$ cat src/rtl/uart_cmd_tx.sv
// UART command transmitter: sends a 16-bit command as two 8N1 bytes,
// high byte first, with an internal baud generator and byte sequencer.
module uart_cmd_tx #(
  parameter int BAUD_DIV = 2604
) (
  input  logic        clk,
  input  logic        rst_n,
  input  logic [15:0] cmd,
  input  logic        snd_cmd,
  output logic        TX,
  output logic        tx_busy,
  output logic        cmd_snt
);

  typedef enum logic [1:0] {
    IDLE,
    SEND_HI,
    SEND_LO
  } state_t;

  localparam logic [11:0] BAUD_LAST = 12'(BAUD_DIV - 1);

  state_t      state, state_nxt;
  logic [11:0] baud_cnt, baud_cnt_nxt;
  logic [3:0]  bit_cnt, bit_cnt_nxt;
  logic [9:0]  shifter, shifter_nxt;
  logic [15:0] cmd_hold, cmd_hold_nxt;
  logic        tx_busy_nxt;
  logic        cmd_snt_nxt;
  logic        baud_tick;
  logic        last_bit;
  logic [7:0]  unused_hi_byte;

  // The high byte goes straight from cmd into the shifter on acceptance,
  // so only the low half of the holding register feeds the datapath.
  assign unused_hi_byte = cmd_hold[15:8];

  assign baud_tick = (baud_cnt == BAUD_LAST);
  assign last_bit  = (bit_cnt == 4'd9);
  assign TX        = shifter[0];

  always_ff @(posedge clk or negedge rst_n) begin
    if (!rst_n) begin
      state    <= IDLE;
      baud_cnt <= '0;
      bit_cnt  <= '0;
      shifter  <= '1;
      cmd_hold <= '0;
      tx_busy  <= 1'b0;
      cmd_snt  <= 1'b0;
    end else begin
      state    <= state_nxt;
      baud_cnt <= baud_cnt_nxt;
      bit_cnt  <= bit_cnt_nxt;
      shifter  <= shifter_nxt;
      cmd_hold <= cmd_hold_nxt;
      tx_busy  <= tx_busy_nxt;
      cmd_snt  <= cmd_snt_nxt;
    end
  end

  always_comb begin
    state_nxt    = state;
    baud_cnt_nxt = baud_cnt;
    bit_cnt_nxt  = bit_cnt;
    shifter_nxt  = shifter;
    cmd_hold_nxt = cmd_hold;
    tx_busy_nxt  = tx_busy;
    cmd_snt_nxt  = cmd_snt;

    case (state)
      IDLE: begin
        baud_cnt_nxt = '0;
        bit_cnt_nxt  = '0;
        shifter_nxt  = '1;
        if (snd_cmd) begin
          cmd_hold_nxt = cmd;
          shifter_nxt  = {1'b1, cmd[15:8], 1'b0};
          tx_busy_nxt  = 1'b1;
          cmd_snt_nxt  = 1'b0;
          state_nxt    = SEND_HI;
        end
      end

      SEND_HI, SEND_LO: begin
        if (!baud_tick) begin
          baud_cnt_nxt = baud_cnt + 12'd1;
        end else begin
          baud_cnt_nxt = '0;
          if (!last_bit) begin
            shifter_nxt = {1'b1, shifter[9:1]};
            bit_cnt_nxt = bit_cnt + 4'd1;
          end else begin
            bit_cnt_nxt = '0;
            // Low start bit follows the high stop bit with no idle gap.
            if (state == SEND_HI) begin
              shifter_nxt = {1'b1, cmd_hold[7:0], 1'b0};
              state_nxt   = SEND_LO;
            end else begin
              shifter_nxt = '1;
              tx_busy_nxt = 1'b0;
              cmd_snt_nxt = 1'b1;
              state_nxt   = IDLE;
            end
          end
        end
      end

      default: begin
        state_nxt    = IDLE;
        baud_cnt_nxt = '0;
        bit_cnt_nxt  = '0;
        shifter_nxt  = '1;
        tx_busy_nxt  = 1'b0;
      end
    endcase
  end

endmodule
$ cat config.mk
export PLATFORM = sky130hd
export DESIGN_NAME = uart_cmd_tx
export DESIGN_NICKNAME = d
export VERILOG_FILES = /design/src/rtl/uart_cmd_tx.sv
export SDC_FILE = /design/constraint.sdc
export NUM_CORES = 1
export LEC_CHECK = 0
export CAP_MARGIN = 15
export CORE_ASPECT_RATIO = 1.25
export CORE_MARGIN = 4
export CORE_UTILIZATION = 53
export CTS_CLUSTER_DIAMETER = 60
export DETAILED_ROUTE_END_ITERATION = 12
export PLACE_DENSITY = 0.76
export SYNTH_ARGS = -nofsm -noshare
export SYNTH_HDL_FRONTEND = slang
export SYNTH_SLANG_ARGS = --single-unit
export TNS_END_PERCENT = 10
$ cat constraint.sdc
create_clock -name clk -period 2.4 [get_ports clk]
set_clock_uncertainty 0.15 [all_clocks]
set_input_delay 0.48 -clock clk [delete_from_list [all_inputs] [get_ports clk]]
set_output_delay 0.48 -clock clk [all_outputs]
set_load 0.02 [all_outputs]
==> Word-level counts from Yosys, hierarchy flattened <==
Cells that the tools add are included.
{ "word_totals": {"inputBits": 19, "output_inout_bits": 3, "wordCells": 49, "ff_bits": 38} }
{ "classes": {"mux": 25, "n_addsub": 2, "n_eq_ne": 8, "reduce_logical": 7} }
{ "ops": {"columns": ["cell", "n"], "rows": [
  ["2-to-1 mux 9 bit", 3],
  ["2-to-1 mux 12 bit", 2],
  ["one-hot mux 10 bit (2 select lines)", 1],
  ["adder 12 x 1 -> 12 bit, second input constant", 1],
  ["equality test 12 bit, second input constant", 1],
  ["2-to-1 mux 4 bit", 3],
  ["2-to-1 mux 10 bit", 1],
  ["2-to-1 mux 1 bit", 8],
  ["2-to-1 mux 2 bit", 4],
  ["inequality test 2 bit, second input constant", 4],
  ["AND reduction 5 bit", 1],
  ["adder 4 x 1 -> 4 bit, second input constant", 1],
  ["equality test 4 bit, second input constant", 1],
  ["one-hot mux 1 bit (2 select lines)", 2],
  ["one-hot mux 2 bit (2 select lines)", 1],
  ["AND reduction 4 bit", 1],
  ["AND reduction 3 bit", 1],
  ["equality test 2 x 1 -> 1 bit, second input constant", 1],
  ["equality test 2 bit, second input constant", 1],
  ["zero test 2 bit", 1],
  ["AND reduction 2 bit", 1],
  ["nonzero test 2 bit", 1],
  ["OR reduction 2 bit", 1]
]} }

==> Depth between registers and ports, before layout <==
Gate-level depths: netlist (run 1).
{ "depth": {"ltp_word": 5, "depth_mapped": 7, "depth_no_buf": 6} }

==> Least setup slack after synthesis (run 1) <==
Ideal clock, no wire load.
{ "synth_timing": {"path_type": "register to register", "startpoint": "reg baud_cnt[2]", "endpoint": "reg bit_cnt[2]", "stages_incl_launch_ff": 5, "required_time_ns": 2.172, "t_arrival_ns": 1.868, "setup_time_ns": 0.078, "setup_slack_ns": 0.305, "n_path_buf": 0, "cell_sequence": "dfrtp_1 or4b_4 or3_4 or4_1 a21boi_1"} }
{ "synth_via": {"elab_chain_cells": 2} }
{ "synth_lines": {"columns": ["element", "line", "text"], "rows": [
  ["start, declared", "24", "logic [11:0] baud_cnt, baud_cnt_nxt;"],
  ["start signal, assigned", "53", "baud_cnt <= baud_cnt_nxt;"],
  ["equality test 12 bit", "38", "assign baud_tick = (baud_cnt == BAUD_LAST);"],
  ["inequality test 2 bit (no source line)", null, null],
  ["end signal, assigned", "54", "bit_cnt <= bit_cnt_nxt;"],
  ["end, declared", "25", "logic [3:0] bit_cnt, bit_cnt_nxt;"]
]} }
No other way between the ends.
A chain may end at the register's enable or synchronous reset.

==> Final worst setup path (run 1) <==
Ends and elaborated chain as after synthesis.

==> results of run 1 <==
-- flip-flops by register name, indices dropped and copies added (netlist names) --
register and cells:
baud_cnt 12, shifter 9, cmd_hold 8, bit_cnt 4, state 2, cmd_snt 1, tx_busy 1
-- how the worst max path moves through the flow --
stage / slack [ns] / endpoint / startpoint / depth (start not counted)
2_1_floorplan: 0.30 / bit_cnt[2] / baud_cnt[2] / 4
3_3_place_gp: 0.19 / bit_cnt[2] / baud_cnt[2] / 4
3_5_place_dp: 0.12 / bit_cnt[2] / baud_cnt[2] / 4
4_1_cts: 0.13 / bit_cnt[2] / baud_cnt[2] / 4
5_1_grt: 0.01 / bit_cnt[2] / baud_cnt[0] / 5
6_report: 0.13 / bit_cnt[2] / baud_cnt[2] / 4
-- routing by layer --
layer | track usage | routed length, um | vias up
li1 | - | - | 708
met1 | 0.223 | 1610 | 731
met2 | 0.340 | 2110 | 57
met3 | 0.0515 | 246 | 12
met4 | 0.0920 | 91 | 0
met5 | 0 | 0 | -
-- through the flow --
| stage | instance area [um2] | utilization | cells | worst slack, ns | hold slack [ns] |
|---|---|---|---|---|---|
| 6_report | 2290 | 0.664 | 245 | 0.132 | 0.350 |
| 5_1_grt | 2290 | 0.664 | 245 | 0.0114 | 0.370 |
| 4_1_cts | 2290 | 0.664 | 245 | 0.127 | 0.354 |
| 3_5_place_dp | 2160 | 0.625 | 237 | 0.124 | 0.337 |
| 3_3_place_gp | 2160 | 0.625 | 237 | 0.189 | 0.335 |
| 2_1_floorplan | 1900 | - | 182 | 0.305 | 0.0344 |
-- power by group --
| part | internal, uW | switching [uW] |
|---|---|---|
| registers | 875 | 117 |
| clock network | 413 | 226 |
| logic | 493 | 643 |
-- synthesized netlist by cell type (2+ instances only) --
| master | n | area, um2 |
|---|---|---|
| and2_1 | 2 | 12.5 |
| ha_1 | 7 | 87.6 |
| nand4_1 | 5 | 31.3 |
| nand2_1 | 6 | 22.5 |
| dfrtp_1 | 28 | 701 |
| dfstp_2 | 9 | 236 |
| nor2_1 | 18 | 67.6 |
| inv_1 | 5 | 18.8 |
| nor3_1 | 3 | 15.0 |
| mux2_2 | 10 | 113 |
| or3_1 | 11 | 68.8 |
| o211ai_1 | 7 | 52.6 |
| a21oi_1 | 13 | 65.1 |
| o21ai_0 | 3 | 15.0 |
| xor2_1 | 5 | 43.8 |
| a21boi_1 | 2 | 15.0 |
| nand3_1 | 5 | 25.0 |
| a31oi_1 | 9 | 56.3 |
| xnor2_1 | 4 | 35.0 |
| and3_2 | 2 | 15.0 |
| buf_2 | 2 | 10.0 |
| clkbuf_1 | 7 | 26.3 |
-- worst max-delay path: cells and delay by family, from the launching register on --
family,cells,cell delay [ns]
AO/OA/AOI/OAI,1,0.15
flip-flops,1,0.45
AND/OR/NAND/NOR,3,1.45
-- cell type report --
| cell class | count | area [um2] | share of cell area |
|---|---|---|---|
| Inverter | 5 | 18.8 | 0.00819 |
| Timing Repair Buffer | 26 | 248 | 0.108 |
| Tap cell | 39 | 48.8 | 0.0213 |
| Clock buffer | 5 | 68.8 | 0.0300 |
| Sequential cell | 37 | 937 | 0.409 |
| Multi-Input combinational cell | 130 | 906 | 0.395 |
| Clock inverter | 3 | 65.1 | 0.0284 |
-- kinds of logic after synthesis --
kind of cell	Yosys count	synth area share
flip-flops	37	0.494
adder cells (fa/ha/maj)	7	0.0462
AO/OA/AOI/OAI	42	0.143
multiplexers	10	0.0594
XOR/XNOR	9	0.0416
buffers and inverters	15	0.0350
AND/OR/NAND/NOR	62	0.180
==> out/metrics.yaml, run 1 <==
cp_slowest_cell: "or4b_4"
dieArea_um2: 4600
min_period_ns: 2.27
cpPeakStageDelay_ns: 0.56
core_area_um2: 3450
power_density_nw_per_um2: 1210
final_hold_viol_count: 0
crit_path_cell_trace: "or4b_4, or3_4, or4_1, a21boi_1"
drive_gt1_frac: 0.194
power_uw: 2770
cts_made_buffers: 5
worstHoldPathCells: 1
path_clk_slew_ns: 0.07
rows: 24
r2r_start: "baud_cnt[2]"
setup_viol: 0
async_reset_ff_frac: 1.00
via_per_inst: 6.16
syn_nets: 208
cts_max_level: 2
grt_pass1_vias: 1550
worstPathArrival_ns: 2.34
max_freq_mhz: 441
cts_tree: "yes"
fin_crit_sh: 0.945
drt-total-wl_um: 4060
layout_commonest_cell: "dfrtp_1"
antenna_found_initial: 0
cts_num_sinks: 37
synth_cells: 182
synth_seq_cells: 37
synth-edff-count: 0
initial_core_util: 0.549
clockBufferDepth: 2
synth_seq_area_share: 0.494
clock_latency_ns: 0.29
initialDrtViolationCount: 89
crit_fanout: 12
ys_types: 41
num_vias: 1508
slew_violations: 0
worst_pin_slew_ns: 0.499
hold_buffers: 0
critPathLaunchType: "register"
cts_root_buf: "clkbuf_8"
path_class: "register to register"
ys.flop_type: "dfrtp_1"
min_to: "cmd_hold[6]"
cts_resized: 0
worstPathRequired_ns: 2.47
grt_pass1_wl_um: 6760
yosys_warnings: 0
r2r_cells: 4
rsz0062_at_grt: "false"
grt_overflow: 0
maxCapViolCount: 0
grt_max_degree: 38
firstDrtPassIters: 4
post_synth.cell_area_avg_um2: 10.4
critPathCaptureType: "register"
fp.dieW_um: 61.5
nNetsFinal: 231
finalSetupTns_ns: 0
mostFrequentLayoutCells: "dfrtp_1, clkdlybuf4s50_1, nor2_1, a21oi_1, or3_1"
drtAntennaViolNets: 0
ir_drop_mv: 1.05
status: "completed"
fillCellCount: 261
drcViolationCount: 0
wl_per_cell_um: 16.6
hp-class: "register to register"
grtUsageTotal: 0.197
gp_routability_congestion: 0.937
num_antenna_cells: 0
ios: 22
min_from: "cmd_hold[6]"
io_buffers: 21
hpwl_um: 2890
rr_endpoint: "bit_cnt[2]"
die_h_um: 74.9
post_cts_buffers: 0
synth_area_um2: 1900
rrSetupSlack_ns: 0.13
relSlewSlack: 0.666
leakagePower_uw: 0.000932
area_growth_pct: 20.9
No activity file was read; power rests on OpenSTA's default activity.
==> run 2: changes to the inputs <==
--- a/config.mk
+++ b/config.mk
@@ -8,10 +8,9 @@
 export CAP_MARGIN = 15
 export CORE_ASPECT_RATIO = 1.25
 export CORE_MARGIN = 4
-export CORE_UTILIZATION = 53
-export CTS_CLUSTER_DIAMETER = 60
+export CORE_UTILIZATION = 40
+export CTS_CLUSTER_DIAMETER = 40
 export DETAILED_ROUTE_END_ITERATION = 12
-export PLACE_DENSITY = 0.76
 export SYNTH_ARGS = -nofsm -noshare
 export SYNTH_HDL_FRONTEND = slang
 export SYNTH_SLANG_ARGS = --single-unit
==> out/metrics.yaml, run 2 (same netlist as run 1, synthesis figures left out) <==
status: "completed"  # unchanged
critPathCaptureType: "register"  # unchanged
cts_root_buf: "clkbuf_8"  # unchanged
drt-total-wl_um: 4090  # was 4060 um
rows: 27  # was 24
worst_pin_slew_ns: 0.469  # was 0.499 ns
met3_usage: 0.0438  # was 0.0515
power_density_nw_per_um2: 1140  # was 1210 nW/um2
io_buffers: 21  # unchanged
cts_made_buffers: 5  # unchanged
num_antenna_cells: 0  # unchanged
final_hold_viol_count: 0  # unchanged
cpPeakStageDelay_ns: 0.56  # about the same
worstPathRequired_ns: 2.47  # about the same
maxCapViolCount: 0  # unchanged
antenna_found_initial: 0  # unchanged
layout_commonest_cell: "dfrtp_1"  # unchanged
die_h_um: 85.0  # was 74.9 um
seq_power_share: 0.387  # was 0.358
power_uw: 2580  # was 2770 uW
cts_num_sinks: 37  # unchanged
timing.hold.ws_ns: 0.356  # was 0.350 ns
leakagePower_uw: 0.000913  # was 0.000932 uW
slew_violations: 0  # unchanged
mostFrequentLayoutCells: "dfrtp_1, clkdlybuf4s50_1, nor2_1, a21oi_1, or3_1"  # unchanged
largest_reg_flops: 12  # unchanged
crit_buf_inv: 0  # unchanged
hold_buffers: 0  # unchanged
hp-class: "register to register"  # unchanged
drtAntennaViolNets: 0  # unchanged
drcViolationCount: 0  # unchanged
gr-usage-met1: 0.175  # was 0.223
clockBufferDepth: 2  # unchanged
met2_usage: 0.241  # was 0.340
grt_pass1_vias: 1453  # was 1550
grt_pass1_wl_um: 6960  # was 6760 um
area_growth_pct: 19.9  # was 20.9%
crit_path_cell_trace: "or4b_4, or3_4, or4_1, a21boi_1"  # unchanged
gp_routability_congestion: 0.875  # was 0.937
grt_overflow: 0  # unchanged
dieArea_um2: 5910  # was 4600 um2
core_area_um2: 4490  # was 3450 um2
initial_core_util: 0.422  # was 0.549
grt_max_degree: 38  # unchanged
num_vias: 1452  # was 1508
crit_fanout: 12  # unchanged
cts_tree: "yes"  # unchanged
ios: 22  # unchanged
top_regs: "baud_cnt: 12 flops, shifter: 9 flops, cmd_hold: 8 flops"  # unchanged
max_freq_mhz: 441  # about the same
drive_gt1_frac: 0.193  # was 0.194
swShare: 0.382  # was 0.356
cts_max_level: 2  # unchanged
critPathLaunchType: "register"  # unchanged
fin_crit_sh: 0.945  # about the same
hpwl_um: 2940  # was 2890 um
path_clk_slew_ns: 0.08  # was 0.07 ns
cp_slowest_cell: "or4b_4"  # unchanged
ir_drop_mv: 0.383  # was 1.05 mV
via_per_inst: 5.48  # was 6.16
wl_per_cell_um: 15.4  # was 16.6 um
p_int_uw: 1600  # was 1780 uW
gr-max-usage-layer: "met2"  # unchanged
setup_viol: 0  # unchanged
initialDrtViolationCount: 106  # was 89
path_class: "register to register"  # unchanged
regMostFlops: "baud_cnt"  # unchanged
fp.dieW_um: 69.6  # was 61.5 um
pwr-share-comb: 0.450  # was 0.411
cts_resized: 0  # unchanged
clockPowerShare: 0.163  # was 0.231
worstPathArrival_ns: 2.34  # about the same
relSlewSlack: 0.687  # was 0.666
nNetsFinal: 232  # was 231
crit_family: "simple AND/OR/NAND/NOR gates"  # unchanged
min_period_ns: 2.27  # about the same
grtUsageTotal: 0.147  # was 0.197
rsz0062_at_grt: "false"  # unchanged
post_cts_buffers: 0  # unchanged
clock_latency_ns: 0.29  # about the same
firstDrtPassIters: 4  # unchanged
power.switching_uw: 987  # was 986 uW
finalSetupTns_ns: 0  # unchanged
run 2: final timing paths:
check,startpoint,end,slack (ns),cells after the start
worst max-delay path,baud_cnt[2],bit_cnt[2],0.13,4
max in group asynchronous,rst_n,shifter[8],1.28,2
min in group asynchronous,rst_n,state[0],0.45,2
worst max register to register,baud_cnt[2],bit_cnt[2],0.13,4
worst min register to register,shifter[5],shifter[5],0.36,2
worst min-delay path,shifter[5],shifter[5],0.36,2
run 2: final cells by class:
class / instances / area [um2]
fill: 411 / 2220
sequential: 37 / 937
multi-input combinational: 130 / 906
timing repair buffer: 27 / 255
clock buffer: 6 / 72.6
tap: 58 / 72.6
inverter: 5 / 18.8
clock inverter: 2 / 10.0
run 2: stage by stage:
stage          worst slack, ns  cell area, um2  std cells  utilization
6_report                 0.131            2270        265        0.506
3_5_place_dp             0.131            2190        257        0.487
2_1_floorplan            0.305            1900        182            -
4_1_cts                  0.126            2270        265        0.506
3_3_place_gp             0.177            2190        257        0.487
5_1_grt                 0.0301            2270        265        0.506
run 2: worst register-to-register path: stages (launching register included):
cell,delay [ns]
dfrtp_1,0.45
or4b_4,0.56
or3_4,0.41
or4_1,0.48
a21boi_1,0.16
run 2: routing by layer:
layer,vias to the layer above,wire (um)
met5,-,0
met4,0,76
met3,7,185
met2,41,2090
met1,696,1740
li1,708,-
run 2: power groups by stage:
stage          Sequential (uW)  Combinational (uW)  Clock, uW
6_report                   999                1160        422
3_5_place_dp              1010                1160          0
4_1_cts                   1000                1170        441
5_1_grt                   1030                1290        469
3_3_place_gp               999                1140          0
2_1_floorplan              992                 790          0
==> RTL change (config.mk and constraints of run 1) <==
The parameter `BAUD_DIV` goes from 2604 to 1953.
--- a/src/rtl/uart_cmd_tx.sv
+++ b/src/rtl/uart_cmd_tx.sv
@@ -3,3 +3,3 @@
 module uart_cmd_tx #(
-  parameter int BAUD_DIV = 2604
+  parameter int BAUD_DIV = 1953
 ) (
Behaviour: same outputs for any inputs over 10 cycles, from zero or initial values and one cycle with rst_n low; that may be too few to reach the edited logic, so the function may still have changed.
==> RTL change against run 1 <==
Total power decreased by 0.70%. Wire length decreased by 2.5%. First-iteration DRC count unchanged. Design area increased by 1.9%. Global-route usage decreased by 0.48 points. Sequential cell count unchanged. Non-clock buffer count increased by 6. Synthesized area increased by 1.1%. Worst hold slack got worse by 0.0046 ns. Worst setup slack got worse by 0.080 ns. Die area increased by 0.98%.
==> RTL change: results (changes against run 1) <==
{
  "status": "finished, final reports clean",
  "yosysSeqAreaShare": {"value": 0.489, "change": "-0.00549"},
  "finalNetCount": {"value": 238, "change": "+3.0%"},
  "gp_congestion": {"value": 0.827, "change": "-12%"},
  "rr_worst_depth": {"value": 6, "change": "+2"},
  "ctsHtreeMaxLevel": {"value": 2, "change": "unchanged"},
  "worst-slew-pin-transition": {"value": 0.459, "unit": "ns", "change": "-0.0395 ns"},
  "wl_per_cell": {"value": 15.8, "unit": "µm", "change": "-4.9%"},
  "final_cell_count_no_fill": {"value": 251, "change": "+2.4%"},
  "post-place-ws": {"value": 0.0730, "unit": "ns", "change": "-0.0510 ns"},
  "yosys_warnings": {"value": 0, "change": "unchanged"},
  "ys_top_cells_by_area": "sky130_fd_sc_hd__dfrtp_1 (37%), sky130_fd_sc_hd__dfstp_2 (12%), sky130_fd_sc_hd__mux2_2 (5.3%), sky130_fd_sc_hd__ha_1 (5.2%), sky130_fd_sc_hd__nor2_1 (4.5%)",
  "static-leakage-power": {"value": 0.000968, "unit": "µW", "change": "+3.9%"},
  "number_of_global_route_vias_before_repair": {"value": 1506, "change": "-2.8%"},
  "critical_path.max_fanout": {"value": 10, "change": "-2"},
  "timing.reg2reg.setup_slack": {"value": 0.05, "unit": "ns", "change": "-0.08 ns"},
  "power.ir.vdd_worst": {"value": 1060, "unit": "µV", "change": "+0.59%"},
  "viasPerCell": {"value": 5.82, "change": "-5.5%"},
  "grt_pass1_wl": {"value": 6510, "unit": "µm", "change": "-3.7%"},
  "track_usage": {"value": 0.192, "change": "-0.00482"},
  "dominantRegCellSynth": "sky130_fd_sc_hd__dfrtp_1",
  "synth_fp_nets": {"value": 207, "change": "-0.48%"},
  "detailedPlacementHpwl": {"value": 2970, "unit": "µm", "change": "+2.7%"},
  "critPathLaunch": "baud_cnt[1]",
  "post_synth.cell_area_avg": {"value": 10.6, "unit": "µm²", "change": "+2.2%"},
  "synth_commonest_cells": "sky130_fd_sc_hd__dfrtp_1 (28), sky130_fd_sc_hd__nor2_1 (23)",
  "layout-drive-gt1-share": {"value": 0.208, "change": "+0.0134"},
  "fmax": {"value": 426, "unit": "MHz", "change": "-3.4%"},
  "critical-path-max-stage-delay": {"value": 0.50, "unit": "ns", "change": "-0.06 ns"},
  "worst-endpoint-arrival": {"value": 2.41, "unit": "ns", "change": "+0.07 ns"},
  "worst_reg2reg_path_endpoint": "bit_cnt[1]"
}
RTL change: worst reg2reg max path, stage by stage (launching register included):
cell	delay, ns
sky130_fd_sc_hd__dfrtp_1	0.42
sky130_fd_sc_hd__inv_1	0.08
sky130_fd_sc_hd__ha_1	0.13
sky130_fd_sc_hd__or4b_4	0.50
sky130_fd_sc_hd__or3_4	0.45
sky130_fd_sc_hd__or3b_1	0.38
sky130_fd_sc_hd__a21oi_1	0.16
RTL change: repair_timing:
item	4_1_cts	5_1_grt
hold buffers	0	0
buffers inserted	0	2
setup endpoints to repair	0	1
RTL change: power breakdown:
| group | total (µW) | leakage [µW] | switching (µW) | internal [µW] |
|---|---|---|---|---|
| logic | 1200 | 0.000448 | 656 | 549 |
| registers | 992 | 0.000461 | 117 | 875 |
| clock network | 550 | 0.0000585 | 211 | 339 |
| total | 2750 | 0.000968 | 984 | 1760 |
RTL change: cell families (layout without fill, tap and decap cells):
family / count (synthesis) / in the layout / share of synthesized area
AOI/OAI and AO/OA: 42 / 42 / 0.161
xor gates and xnor gates: 9 / 9 / 0.0411
adders and majority gates: 8 / 8 / 0.0522
buffers and inverters: 17 / 49 / 0.0379
DFF: 37 / 37 / 0.489
muxes: 10 / 10 / 0.0581
and+or+nand+nor: 57 / 57 / 0.161
RTL change: through the flow:
step                      cell area [µm²]   util  total power [µW]
final                                2340  0.671              2750
after global routing                 2340  0.671              2940
after CTS                            2320  0.666              2760
after detailed placement             2200  0.633              2200
after global placement               2200  0.633              2140
after floorplan                      1920      -              1810
RTL change: cell type report:
type	count	area (µm²)
Timing Repair Buffer	32	293
Tap cell	39	48.8
Inverter	9	33.8
Clock buffer	7	86.3
Fill cell	280	1150
Multi-Input combinational cell	126	907
Clock inverter	1	30.0
Sequential cell	37	937
RTL change: worst min-delay path by stage:
stage | from | end | slack, ns | depth (start not counted)
finish | cmd_snt | cmd_snt | 0.35 | 1
global route | cmd_hold[0] | cmd_hold[0] | 0.37 | 1
CTS | shifter[7] | shifter[7] | 0.35 | 2
detailed placement | cmd_snt | cmd_snt | 0.34 | 1
global placement | cmd_hold[2] | cmd_hold[2] | 0.33 | 1
floorplan | rst_n | baud_cnt[0] | 0.03 | 0
RTL change: metal layers:
metal,routed length [µm],GRT usage,share of wire,vias to the layer above
li1,-,-,-,709
met1,1600,0.204,0.40,726
met2,2180,0.352,0.55,21
met3,128,0.0583,0.032,4
met4,46,0.0660,0.012,0
met5,0,0,0,-
